$ cat src/rtl/mips_uart_tx_port_if.sv
// Data-memory bus bundle seen by the UART TX port: address, store data, strobes, status read-back.
// No latency of its own; ReadData is produced combinationally by the slave.
// No flow control: the core never stalls, so full-FIFO stores are dropped and flagged by the slave.
interface mips_uart_tx_port_if;
   logic [31:0] Address;
   logic [31:0] WriteData;
   logic        MemWrite;
   logic        MemRead;
   logic [31:0] ReadData;

   modport master (
      output Address, WriteData, MemWrite, MemRead,
      input  ReadData
   );

   modport slave (
      input  Address, WriteData, MemWrite, MemRead,
      output ReadData
   );
endinterface

$ cat src/rtl/mips_uart_tx_port.sv
// Memory-mapped 8N1 UART transmitter: stores to TX_ADDR queue a byte, loads from STATUS_ADDR return flags.
// Latency: a store into an empty FIFO is popped on the next edge and the start bit appears with it; 10*CLKS_PER_BIT cycles per frame.
// Backpressure: none toward the core; a store to a full FIFO (with no pop that cycle) is dropped and sets sticky overflow.
module mips_uart_tx_port #(
   parameter int          CLKS_PER_BIT = 16,
   parameter int          FIFO_DEPTH   = 4,
   parameter logic [31:0] TX_ADDR      = 32'h1001_0024,
   parameter logic [31:0] STATUS_ADDR  = 32'h1001_0028
) (
   input  logic                 clk,
   input  logic                 reset,
   mips_uart_tx_port_if.slave   bus,
   output logic                 TxSerial,
   output logic                 TxBusy
);

   localparam int PTR_W = $clog2(FIFO_DEPTH);
   localparam int CNT_W = PTR_W + 1;
   localparam int TMR_W = $clog2(CLKS_PER_BIT);

   typedef enum logic [1:0] {IDLE, START, DATA, STOP} state_t;

   state_t             state, state_next;
   logic [TMR_W-1:0]   timer, timer_next;
   logic [2:0]         bit_idx, bit_next;
   logic [7:0]         shift, shift_next;
   logic               tx_next;
   logic               pop;

   logic [7:0]         mem [FIFO_DEPTH];
   logic [PTR_W-1:0]   head, tail;
   logic [CNT_W-1:0]   count;
   logic               overflow;

   logic               full;
   logic               push_req;
   logic               push;
   logic               ovf_set;
   logic               ovf_clr;
   logic               status_rd;
   logic               tc;
   logic               unused_wdata;

   // Only the low byte of store data is meaningful to a UART.
   assign unused_wdata = ^bus.WriteData[31:8];

   assign full      = (count == CNT_W'(FIFO_DEPTH));
   assign push_req  = bus.MemWrite && (bus.Address == TX_ADDR);
   assign push      = push_req && (!full || pop);
   assign ovf_set   = push_req && full && !pop;
   assign ovf_clr   = bus.MemWrite && (bus.Address == STATUS_ADDR);
   assign status_rd = bus.MemRead && (bus.Address == STATUS_ADDR);
   assign tc        = (timer == TMR_W'(CLKS_PER_BIT - 1));

   assign TxBusy       = (state != IDLE) || (count != '0);
   assign bus.ReadData = status_rd ? {29'b0, overflow, full, TxBusy} : 32'h0;

   // Frame sequencing: bit timer, state advance, FIFO pop and next line level.
   always_comb begin
      state_next = state;
      timer_next = timer;
      bit_next   = bit_idx;
      shift_next = shift;
      pop        = 1'b0;
      tx_next    = 1'b1;

      case (state)
         IDLE: begin
            timer_next = '0;
            if (count != '0) begin
               pop        = 1'b1;
               shift_next = mem[head];
               bit_next   = 3'd0;
               state_next = START;
            end
         end
         START: begin
            if (tc) begin
               timer_next = '0;
               state_next = DATA;
            end else begin
               timer_next = timer + TMR_W'(1);
            end
         end
         DATA: begin
            if (tc) begin
               timer_next = '0;
               shift_next = {1'b0, shift[7:1]};
               if (bit_idx == 3'd7) begin
                  state_next = STOP;
               end else begin
                  bit_next = bit_idx + 3'd1;
               end
            end else begin
               timer_next = timer + TMR_W'(1);
            end
         end
         STOP: begin
            if (tc) begin
               timer_next = '0;
               // Chain straight into the next start bit so frames stay contiguous.
               if (count != '0) begin
                  pop        = 1'b1;
                  shift_next = mem[head];
                  bit_next   = 3'd0;
                  state_next = START;
               end else begin
                  state_next = IDLE;
               end
            end else begin
               timer_next = timer + TMR_W'(1);
            end
         end
         default: state_next = IDLE;
      endcase

      // Line level is registered, so derive it from where the FSM lands.
      case (state_next)
         START:   tx_next = 1'b0;
         DATA:    tx_next = shift_next[0];
         default: tx_next = 1'b1;
      endcase
   end

   // State, line, FIFO pointers and overflow flag registers.
   always_ff @(posedge clk) begin
      if (reset) begin
         state    <= IDLE;
         timer    <= '0;
         bit_idx  <= 3'd0;
         shift    <= 8'h00;
         TxSerial <= 1'b1;
         head     <= '0;
         tail     <= '0;
         count    <= '0;
         overflow <= 1'b0;
      end else begin
         state    <= state_next;
         timer    <= timer_next;
         bit_idx  <= bit_next;
         shift    <= shift_next;
         TxSerial <= tx_next;
         if (push) tail <= tail + PTR_W'(1);
         if (pop)  head <= head + PTR_W'(1);
         case ({push, pop})
            2'b10:   count <= count + CNT_W'(1);
            2'b01:   count <= count - CNT_W'(1);
            default: count <= count;
         endcase
         if (ovf_clr) begin
            overflow <= 1'b0;
         end else if (ovf_set) begin
            overflow <= 1'b1;
         end
      end
   end

   // FIFO storage; contents need no reset because count gates every read.
   always_ff @(posedge clk) begin
      if (!reset && push) begin
         mem[tail] <= bus.WriteData[7:0];
      end
   end

endmodule

$ cat src/flat_wrapper.sv
// flat-port wrapper written by rule: the top's interface ports become plain ports
module mips_uart_tx_port_flat 
#(
   parameter int          CLKS_PER_BIT = 16,
   parameter int          FIFO_DEPTH   = 4,
   parameter logic [31:0] TX_ADDR      = 32'h1001_0024,
   parameter logic [31:0] STATUS_ADDR  = 32'h1001_0028
)
  (clk, reset, TxSerial, TxBusy, bus_Address, bus_WriteData, bus_MemWrite, bus_MemRead, bus_ReadData);
  mips_uart_tx_port_if bus_i ();
  input  logic clk;
  input  logic reset;
  output logic TxSerial;
  output logic TxBusy;
  input wire logic [$bits(bus_i.Address)-1:0] bus_Address;
  input wire logic [$bits(bus_i.WriteData)-1:0] bus_WriteData;
  input wire logic [$bits(bus_i.MemWrite)-1:0] bus_MemWrite;
  input wire logic [$bits(bus_i.MemRead)-1:0] bus_MemRead;
  output wire logic [$bits(bus_i.ReadData)-1:0] bus_ReadData;
  assign bus_i.Address = bus_Address;
  assign bus_i.WriteData = bus_WriteData;
  assign bus_i.MemWrite = bus_MemWrite;
  assign bus_i.MemRead = bus_MemRead;
  assign bus_ReadData = bus_i.ReadData;
  mips_uart_tx_port #(.CLKS_PER_BIT(CLKS_PER_BIT), .FIFO_DEPTH(FIFO_DEPTH), .TX_ADDR(TX_ADDR), .STATUS_ADDR(STATUS_ADDR)) u_core (.clk(clk), .reset(reset), .bus(bus_i), .TxSerial(TxSerial), .TxBusy(TxBusy));
endmodule
$ cat config.mk
export PLATFORM = sky130hd
export DESIGN_NAME = mips_uart_tx_port_flat
export DESIGN_NICKNAME = d
export VERILOG_FILES = /design/src/rtl/mips_uart_tx_port_if.sv /design/src/rtl/mips_uart_tx_port.sv /design/src/flat_wrapper.sv
export SDC_FILE = /design/constraint.sdc
export NUM_CORES = 1
export LEC_CHECK = 0
export ABC_AREA = 1
export CAP_MARGIN = 20
export CORE_MARGIN = 1
export CORE_UTILIZATION = 50
export DETAILED_ROUTE_END_ITERATION = 7
export PLACE_DENSITY = 0.85
export SLEW_MARGIN = 20
export SYNTH_ARGS = -nofsm -noshare
export SYNTH_HDL_FRONTEND = slang
export SYNTH_SLANG_ARGS = --single-unit
export TNS_END_PERCENT = 30
$ cat constraint.sdc
create_clock -name clk -period 4.2 [get_ports clk]
set_clock_uncertainty 0.15 [all_clocks]
set_input_delay 0.84 -clock clk [delete_from_list [all_inputs] [get_ports clk]]
set_output_delay 0.84 -clock clk [all_outputs]
set_load 0.1 [all_outputs]
* Word level (Yosys, flattened, before mapping)
Memory sizes are Yosys's and may differ from the RTL's. A register that Yosys moved wholly into a read port is not among the register bits.
Index checks and enable logic that the tools add are counted.
** Operators by class
- Add/subtract/negate cells :: 6
- Reduce and logical (&&, ||, !) cells :: 21
- Eq/ne operators :: 15
- Muxes and demuxes :: 28
** Operators by type and width (count)
- $eq 32x29->1 const B :: 2
- $mux 8 :: 3
- $pmux 8 s3 :: 1
- $mux 3 :: 5
- $mux 2 :: 7
- $pmux 3 s3 :: 1
- $eq 2x2->1 const B :: 4
- $pmux 2 s4 :: 1
- $pmux 4 s2 :: 1
- $logic_and 1x1->1 :: 7
- $add 3x1->3 const B :: 2
- $eq 2x1->1 const B :: 3
- $eq 3x3->1 const B :: 2
- $pmux 3 s2 :: 1
- $reduce_bool 3->1 :: 2
- $mux 1 :: 5
- $add 2x1->2 const B :: 2
- $add 4x1->4 const B :: 1
- $eq 4x4->1 const B :: 1
- $mux 4 :: 1
- $ne 2x1->1 const B :: 2
- $pmux 1 s2 :: 2
- $reduce_and 4->1 :: 1
- $reduce_bool 2->1 :: 2
- 8 further kinds :: 11
** Word-level totals
- Memories kept :: 1
- RAM bits :: 32
- Output and inout bits :: 34
- Input port bits :: 68
- Logic and storage cells :: 81
- Bits in registers :: 26
** Memories
- u_core.mem :: words 4, width 8, read ports 1, clocked after Yosys merged registers in 1, wr ports 1, RTL line mips_uart_tx_port.sv:30 : logic [7:0] mem [FIFO_DEPTH];

* Logic depth before layout (Yosys ltp)
Gate-level depths: netlist of the first run.
- Depth after elaboration :: 9
- Gate-level depth with buffers :: 16
- Mapped depth without buffers :: 16

* Worst setup path before layout of the first run
OpenSTA, ideal clock, no wires.
- Path type :: input to output
- Start :: input port bus_Address[1]
- End :: output port bus_ReadData[0]
- Buffers on the path :: 0
- Arrival :: 2938 ps
- Data required time :: 3210 ps
- Path slack :: 272 ps
- Cell stages on the path :: 6
- Path through :: or2_1 -> nor3_1 -> nand3_1 -> nor2_1 -> nand2_1 -> a21oi_1
** Between the ends
- Cells in the longest elaborated chain, start to end :: 3
** RTL lines
- start, declared :: RTL line flat_wrapper.sv:15 : input wire logic [$bits(bus_i.Address)-1:0] bus_Address;
- $eq 32x29->1 :: RTL line mips_uart_tx_port.sv:52 : assign status_rd = bus.MemRead && (bus.Address == STATUS_ADDR);
- $logic_and 1x1->1 :: RTL line mips_uart_tx_port.sv:52
- $mux 3 :: RTL line mips_uart_tx_port.sv:56 : assign bus.ReadData = status_rd ? {29'b0, overflow, full, TxBusy} : 32'h0;
- end, declared :: RTL line flat_wrapper.sv:19 : output wire logic [$bits(bus_i.ReadData)-1:0] bus_ReadData;
Every way passes these cells.

* Final worst setup path of the first run
Same ends and word-level chain as after synthesis.

==> results.md, run 1 <==
- Status: finished clean
- Most frequent cells in the layout: nor2_1, nand2_1, clkdlybuf4s50_1
- GRT Total Usage: 20.4%
- Rel. slew slack: 35.8%
- Vias/cell: 4.98
- Nets: 535
- Final HPWL DP: 4.47 mm
- Die Area: 6760 um^2
- Commonest non-fill, non-tap cell in the layout: nor2_1
- Share of layout cells above drive strength 1: 6.33%
- Fin crit share: 81.3%
- Worst Path Max Fanout: 3
- Clock root buffer: clkbuf_8
- Mean Syn Cell Area: 8.02 um^2
- Initial antenna violation count: 0
- CTS Buf Count: 9
- Max Clk Rate: 293 MHz
- Post-DP Area: 3660 um^2
- Largest net degree at the start of global routing: 19
- Cells after Synth: 401
- Total wire length: 6.18 mm
- Hold Vio Cnt, Final: 0
- RSZ-0062 raised after global routing: false
- Worst hold path type: register to register
- Reg2Reg Setup Slack: 1.22 ns
- Max cap viols: 0
- Yosys warns: 0
- Pwr Density: 427 nW/um^2
- Vias in the first global route: 2397
- Crit. End Element: output port
- Routed WL per cell: 11.6 um
- #FFs+latches synth: 60
- Layout area overhead: 20.4%
- Remaining global-route overflow: 0
- Endpoints failing setup: 0
- Final instance area: 3870 um^2
- WS Path Type: primary input to output port
- Pwr Total: 1.65 mW
- Synth unique cells: 28
- Die height: 82.2 um
- Clk Latency, worst-skew pair: 0.34 ns
- Total setup buffers inserted after CTS: 0
- Crit path DAT: 2.43 ns
- CP required: 3.21 ns
- Final min period: 3.42 ns
- CP startpoint kind: primary input
- FP Rows: 28
- Die Width: 82.2 um
- Via count: 2656
- Post-CTS sizing: 0
- Setup ws final: 0.785 ns
- First-pass GRT wire length: 10.1 mm
- Post-route ant nets: 0
- N_diodes: 0
- Number of port buffers: 48
- Slew Viols, Final: 0
- Slew @ Worst Pin: 0.961 ns
- Max Root-Sink Buffers: 2
- Core Region: 6060 um^2
- Clock sink total: 60
- Starting Density: 53.1%
- CTS H-tree depth: 3
- IR drop worst, VDD: 0.000251 V
- # DRC: 0
- Hold buffers post-CTS: 0
- Final RePlAce weighted congestion: 0.813
- Drt first pass iters: 4
- Setup WS pre-CTS: 0.767 ns
- Starting DRT DRC Count: 180
- Area of the mapped netlist: 3220 um^2
- LEAKAGE: 1.58 nW
- Clk slew on worst S/H paths: 0.06 ns
- CTS tree: yes
- I/O pin total: 102
- Post-synthesis sequential area ratio: 47.3%
- Setup TNS: 0 ns
## cell usage after synthesis
| cell | n | area [um^2] |
|---|---|---|
| buf_4 | 30 | 225 |
| inv_2 | 3 | 11.3 |
| nand4_1 | 2 | 12.5 |
| nor3b_1 | 1 | 7.51 |
| nor3_1 | 3 | 15.0 |
| nand2_2 | 3 | 18.8 |
| edfxtp_1 | 32 | 961 |
| inv_1 | 35 | 131 |
| o21ai_0 | 18 | 90.1 |
| nand3b_2 | 1 | 11.3 |
| buf_2 | 5 | 25.0 |
| nand3b_1 | 4 | 30.0 |
| nand2_1 | 82 | 308 |
| nand3_1 | 25 | 125 |
| dfxtp_1 | 28 | 561 |
| nand3_4 | 1 | 17.5 |
| nand2_4 | 2 | 22.5 |
| clkbuf_1 | 1 | 3.75 |
| nor2_2 | 1 | 6.26 |
| a21oi_1 | 20 | 100 |
| nor2_1 | 85 | 319 |
| or2_1 | 1 | 6.26 |
| a31oi_1 | 1 | 6.26 |
| conb_1 | 1 | 3.75 |
| o21ai_2 | 1 | 8.76 |
| ha_1 | 13 | 163 |
| fa_1 | 1 | 20.0 |
| o21bai_1 | 1 | 7.51 |
## stage by stage
step	instances	utilization, %	hold slack, ns
final	533	63.9	0.313
after floorplan	429	-	0.268
after CTS	533	63.9	0.312
after detailed placement	517	60.5	0.301
after global routing	533	63.9	0.332
after global placement	517	60.5	0.281
## critical path, cell delays in order
cell	delay [ns]
clkdlybuf4s50_1	0.39
or2_1	0.24
nor3_1	0.14
nand3_1	0.08
nor2_1	0.12
nand2_1	0.12
a21oi_1	0.27
buf_12	0.22
## sequential cells by signal (all words and copies together) (netlist names), 2 cells and up, named ones only
register / count
u_core.tail: 2
u_core.shift: 8
u_core.head: 2
u_core.timer: 4
u_core.mem: 32
u_core.count: 3
u_core.bit_idx: 3
u_core.state: 2
## where the power goes
part	switching [mW]	internal, mW
combinational	0.329	0.122
clock	0.218	0.331
sequential	0.0156	0.637
## path summary, 6_finish.rpt
kind | to | startpoint | depth (start not counted)
worst min-delay path | u_core.timer[0]$_SDFF_PP0_ | u_core.timer[0]$_SDFF_PP0_ | 1
worst min register to register | u_core.timer[0]$_SDFF_PP0_ | u_core.timer[0]$_SDFF_PP0_ | 1
worst max register to register | u_core.count[2]$_SDFFE_PP0P_ | u_core.state[1]$_SDFF_PP0_ | 16
worst max-delay path | bus_ReadData[0] | bus_Address[1] | 8
## cell type report
cell class	instances	area, um^2
Fill cell	479	2190
Sequential cell	60	1520
Multi-Input combinational cell	295	1400
Timing Repair Buffer	49	503
Inverter	38	143
Clock buffer	11	131
Tap cell	75	93.8
Clock inverter	5	76.3
## kinds of logic (layout without fill, tap and decap cells)
family | count (synthesis) | after routing | share of synthesized area (%)
buffers and inverters | 74 | 103 | 12.3
adders and majority gates | 14 | 14 | 5.68
other | 1 | 29 | 0.117
DFF | 60 | 60 | 47.3
AOI/OAI and AO/OA | 41 | 41 | 6.61
and+or+nand+nor | 211 | 211 | 28.0
## layer usage
layer  track usage [%]  up-vias  routed length [um]
met5                 0        -                   0
met4              13.5        0                 174
met3              4.62       15                 387
met2              34.6      115                3150
met1              22.9     1191                2470
li1                  -     1335                   -
No activity file was read; power rests on OpenSTA's default activity.
==> inputs of run 2 (changes only) <==
Settings changed: CORE_UTILIZATION 50 to 42, PLACE_DENSITY 0.85 to 0.76.
Clock period 4.2 ns to 2.9 ns, I/O delays scaled along.
==> run 2 against run 1 <==
Effect of this change:
- first-iteration DRC count fell by 17%
- clock power is 36% higher
- combinational power grew 51%
- hold slack got worse by 0.0083 ns
- via count decreased by 1.1%
- sequential power grew 44%
- clock-buffer cell count unchanged
- routed wire length increased by 1.6%
- utilization is 9.4 points lower
- sequential cell count is the same
- die area grew 19%
- critical path type unchanged
- highest routed layer unchanged
==> results.md, run 2 (synthesis results as in run 1) <==
- Status: finished clean
- CP max stage delay: 0.39 ns (about the same)
- Initial antenna violation count: 0 (unchanged)
- Max reg flops: 32 (unchanged)
- Sw Pwr: 825 uW (+47%)
- R2R cell count: 16 (unchanged)
- Worst Path Max Fanout: 3 (unchanged)
- Setup ws final: 0.115 ns (-0.670 ns)
- Hold Vio Cnt, Final: 0 (unchanged)
- LEAKAGE: 1.62 nW (+2.8%)
- CP top delay family: simple AND/OR/NAND/NOR gates
- Hold Startpoint: u_core.timer[0]$_SDFF_PP0_
- Worst r2r src: u_core.state[0]$_SDFF_PP0_
- Pwr Total: 2.36 mW (+43%)
- Total wire length: 6.28 mm (+1.6%)
- Switching Fraction: 34.9% (+0.85 points)
- Die height: 89.5 um (+8.9%)
- Setup TNS: 0 ns (unchanged)
- CTS Buf Count: 9 (unchanged)
- WS Path Type: primary input to output port
- Placed insts: 551 (+6.6%)
- Crit. End Element: output port
- Worst Path Buf+Inv: 2 (unchanged)
- Die Width: 89.5 um (+8.9%)
- Clock sink total: 60 (unchanged)
- Crit. Startpoint: bus_Address[1]
- Routed WL per cell: 11.1 um (-4.5%)
- Hold Path Stages: 1 (unchanged)
- Clk Latency, worst-skew pair: 0.33 ns (about the same)
- Endpoints failing setup: 0 (unchanged)
- I/O pin total: 102 (unchanged)
- Commonest non-fill, non-tap cell in the layout: nor2_1
- First-pass GRT wire length: 11.0 mm (+9.0%)
- Via count: 2627 (-1.1%)
- Starting DRT DRC Count: 150 (-17%)
- Share of layout cells above drive strength 1: 10.5% (+4.1 points)
- Final HPWL DP: 4.61 mm (+3.0%)
- Vias/cell: 4.63 (-7.0%)
- Fillcell total: 688 (+44%)
- Crit path cell chain: clkdlybuf4s50_1 -> or2_1 -> nor3_1 -> nand3_1 -> nor2_2 -> nand2_2 -> a21oi_2 -> buf_12
- Die Area: 8010 um^2 (+19%)
- Hold buffers post-CTS: 0 (unchanged)
- Fin crit share: 96.0%
- Max Clk Rate: 359 MHz
- Final RePlAce weighted congestion: 0.799 (-1.8%)
- FP Rows: 31 (+11%)
- CP required: 2.17 ns (-1.04 ns)
- Core Region: 7330 um^2 (+21%)
- Clk slew on worst S/H paths: 0.06 ns (about the same)
- Vias in the first global route: 2544 (+6.1%)
- Starting Density: 43.9% (-9.2 points)
- Pwr Density: 591 nW/um^2 (+39%)
- Remaining global-route overflow: 0 (unchanged)
- Drt first pass iters: 4 (unchanged)
- Max cap viols: 0 (unchanged)
- Post-route ant nets: 0 (unchanged)
- Max Root-Sink Buffers: 2 (unchanged)
- Flop pwr share: 39.8% (+0.3 points)
- Largest register by flop count: u_core.mem
- Setup WS pre-CTS: 0.00912 ns (-0.758 ns)
- Internal: 1.54 mW (+41%)
- Crit path DAT: 2.05 ns (-0.38 ns)
- Rel. slew slack: 59.6% (+24 points)
- Combinational share of power: 28.7% (+1.4 points)
- CTS H-tree depth: 3 (unchanged)
- Slew Viols, Final: 0 (unchanged)
- Clock root buffer: clkbuf_8
- IR drop worst, VDD: 0.000317 V (+27%)
- GRT Total Usage: 18.2% (-2.2 points)
- Fin cells: 567 (+6.4%)
- Leading registers by flop count: u_core.mem (32), u_core.shift (8), u_core.timer (4)
- Slowest stage cell, crit path: clkdlybuf4s50_1
- Area of the multi-input gates: 1420 um^2 (+0.98%)
- Number of port buffers: 48 (unchanged)
- Nets: 545 (+1.9%)
- Final min period: 2.78 ns
- Clock power share: 31.4% (-1.8 points)
- Register area: 1520 um^2 (about the same)
- Most frequent cells in the layout: nor2_1, nand2_1, clkdlybuf4s50_1
- # DRC: 0 (unchanged)
- Worst hold path type: register to register
- CP startpoint kind: primary input
- N_diodes: 0 (unchanged)
- Layout area overhead: 24.3%
- Stages on the worst setup path: 8 (unchanged)
- CTS tree: yes
- Slew @ Worst Pin: 0.605 ns (-0.356 ns)
- Largest net degree at the start of global routing: 18 (-1)
## run 2: cell count changes in the layout (fill, tap and decap cells not counted), moves of 2 or more
cell	previous run	this run
buf_4	3	13
clkinv_1	2	0
clkinvlp_4	0	3
nor2_1	85	82
nor2_2	1	4
## run 2: repair_timing
action	4_1_cts	5_1_grt
resized for setup	0	6
buffers inserted	0	0
endpoints found under the setup margin	0	4
## run 2: layout make-up
| type | count | share of cell area [%] |
|---|---|---|
| clock buffers | 11 | 3.54 |
| clock inverters | 5 | 1.53 |
| inverters | 38 | 3.57 |
| multi-input cells | 295 | 35.5 |
| flip-flops and latches | 60 | 38.1 |
| well taps | 99 | 3.10 |
| repair buffers | 59 | 14.7 |
## run 2: power by group through the flow
stage,Sequential [mW],Clock [mW],Combinational [mW]
5_1_grt,0.946,0.797,0.745
2_1_floorplan,0.990,0,0.508
3_5_place_dp,0.960,0,0.679
4_1_cts,0.941,0.764,0.684
3_3_place_gp,0.958,0,0.669
6_report,0.941,0.744,0.680
## run 2: worst reg2reg max path: stages (launching register included)
cell      delay, ns
dfxtp_2        0.37
inv_1          0.07
ha_1           0.24
inv_1          0.12
nand2_1        0.13
nand2_4        0.10
inv_2          0.04
nand3b_2       0.09
nand2_2        0.09
nand2_2        0.09
ha_1           0.15
inv_1          0.06
fa_1           0.37
a21oi_1        0.15
o21ai_0        0.13
o21ai_1        0.14
a21oi_1        0.05
## run 2: worst paths after layout
kind	slack, ns	endpoint
setup / recovery	0.12	bus_ReadData[0]
hold / removal	0.31	u_core.timer[0]$_SDFF_PP0_
setup reg to reg	0.24	u_core.count[2]$_SDFFE_PP0P_
hold reg to reg	0.31	u_core.timer[0]$_SDFF_PP0_
## run 2: layer usage
metal	track usage, %	part of all wire [%]	routed length, um
met5	0	0	0
met4	6.06	1.3	82
met3	4.80	3.5	222
met2	34.0	52	3260
met1	20.0	43	2720
## run 2: per-stage QoR
step | hold WS, ns | utilization, % | instance area [um^2]
6_report | 0.305 | 54.5 | 4000
5_1_grt | 0.343 | 54.5 | 4000
4_1_cts | 0.304 | 54.4 | 3990
3_5_place_dp | 0.293 | 51.6 | 3780
3_3_place_gp | 0.282 | 51.6 | 3780
2_1_floorplan | 0.268 | - | 3330
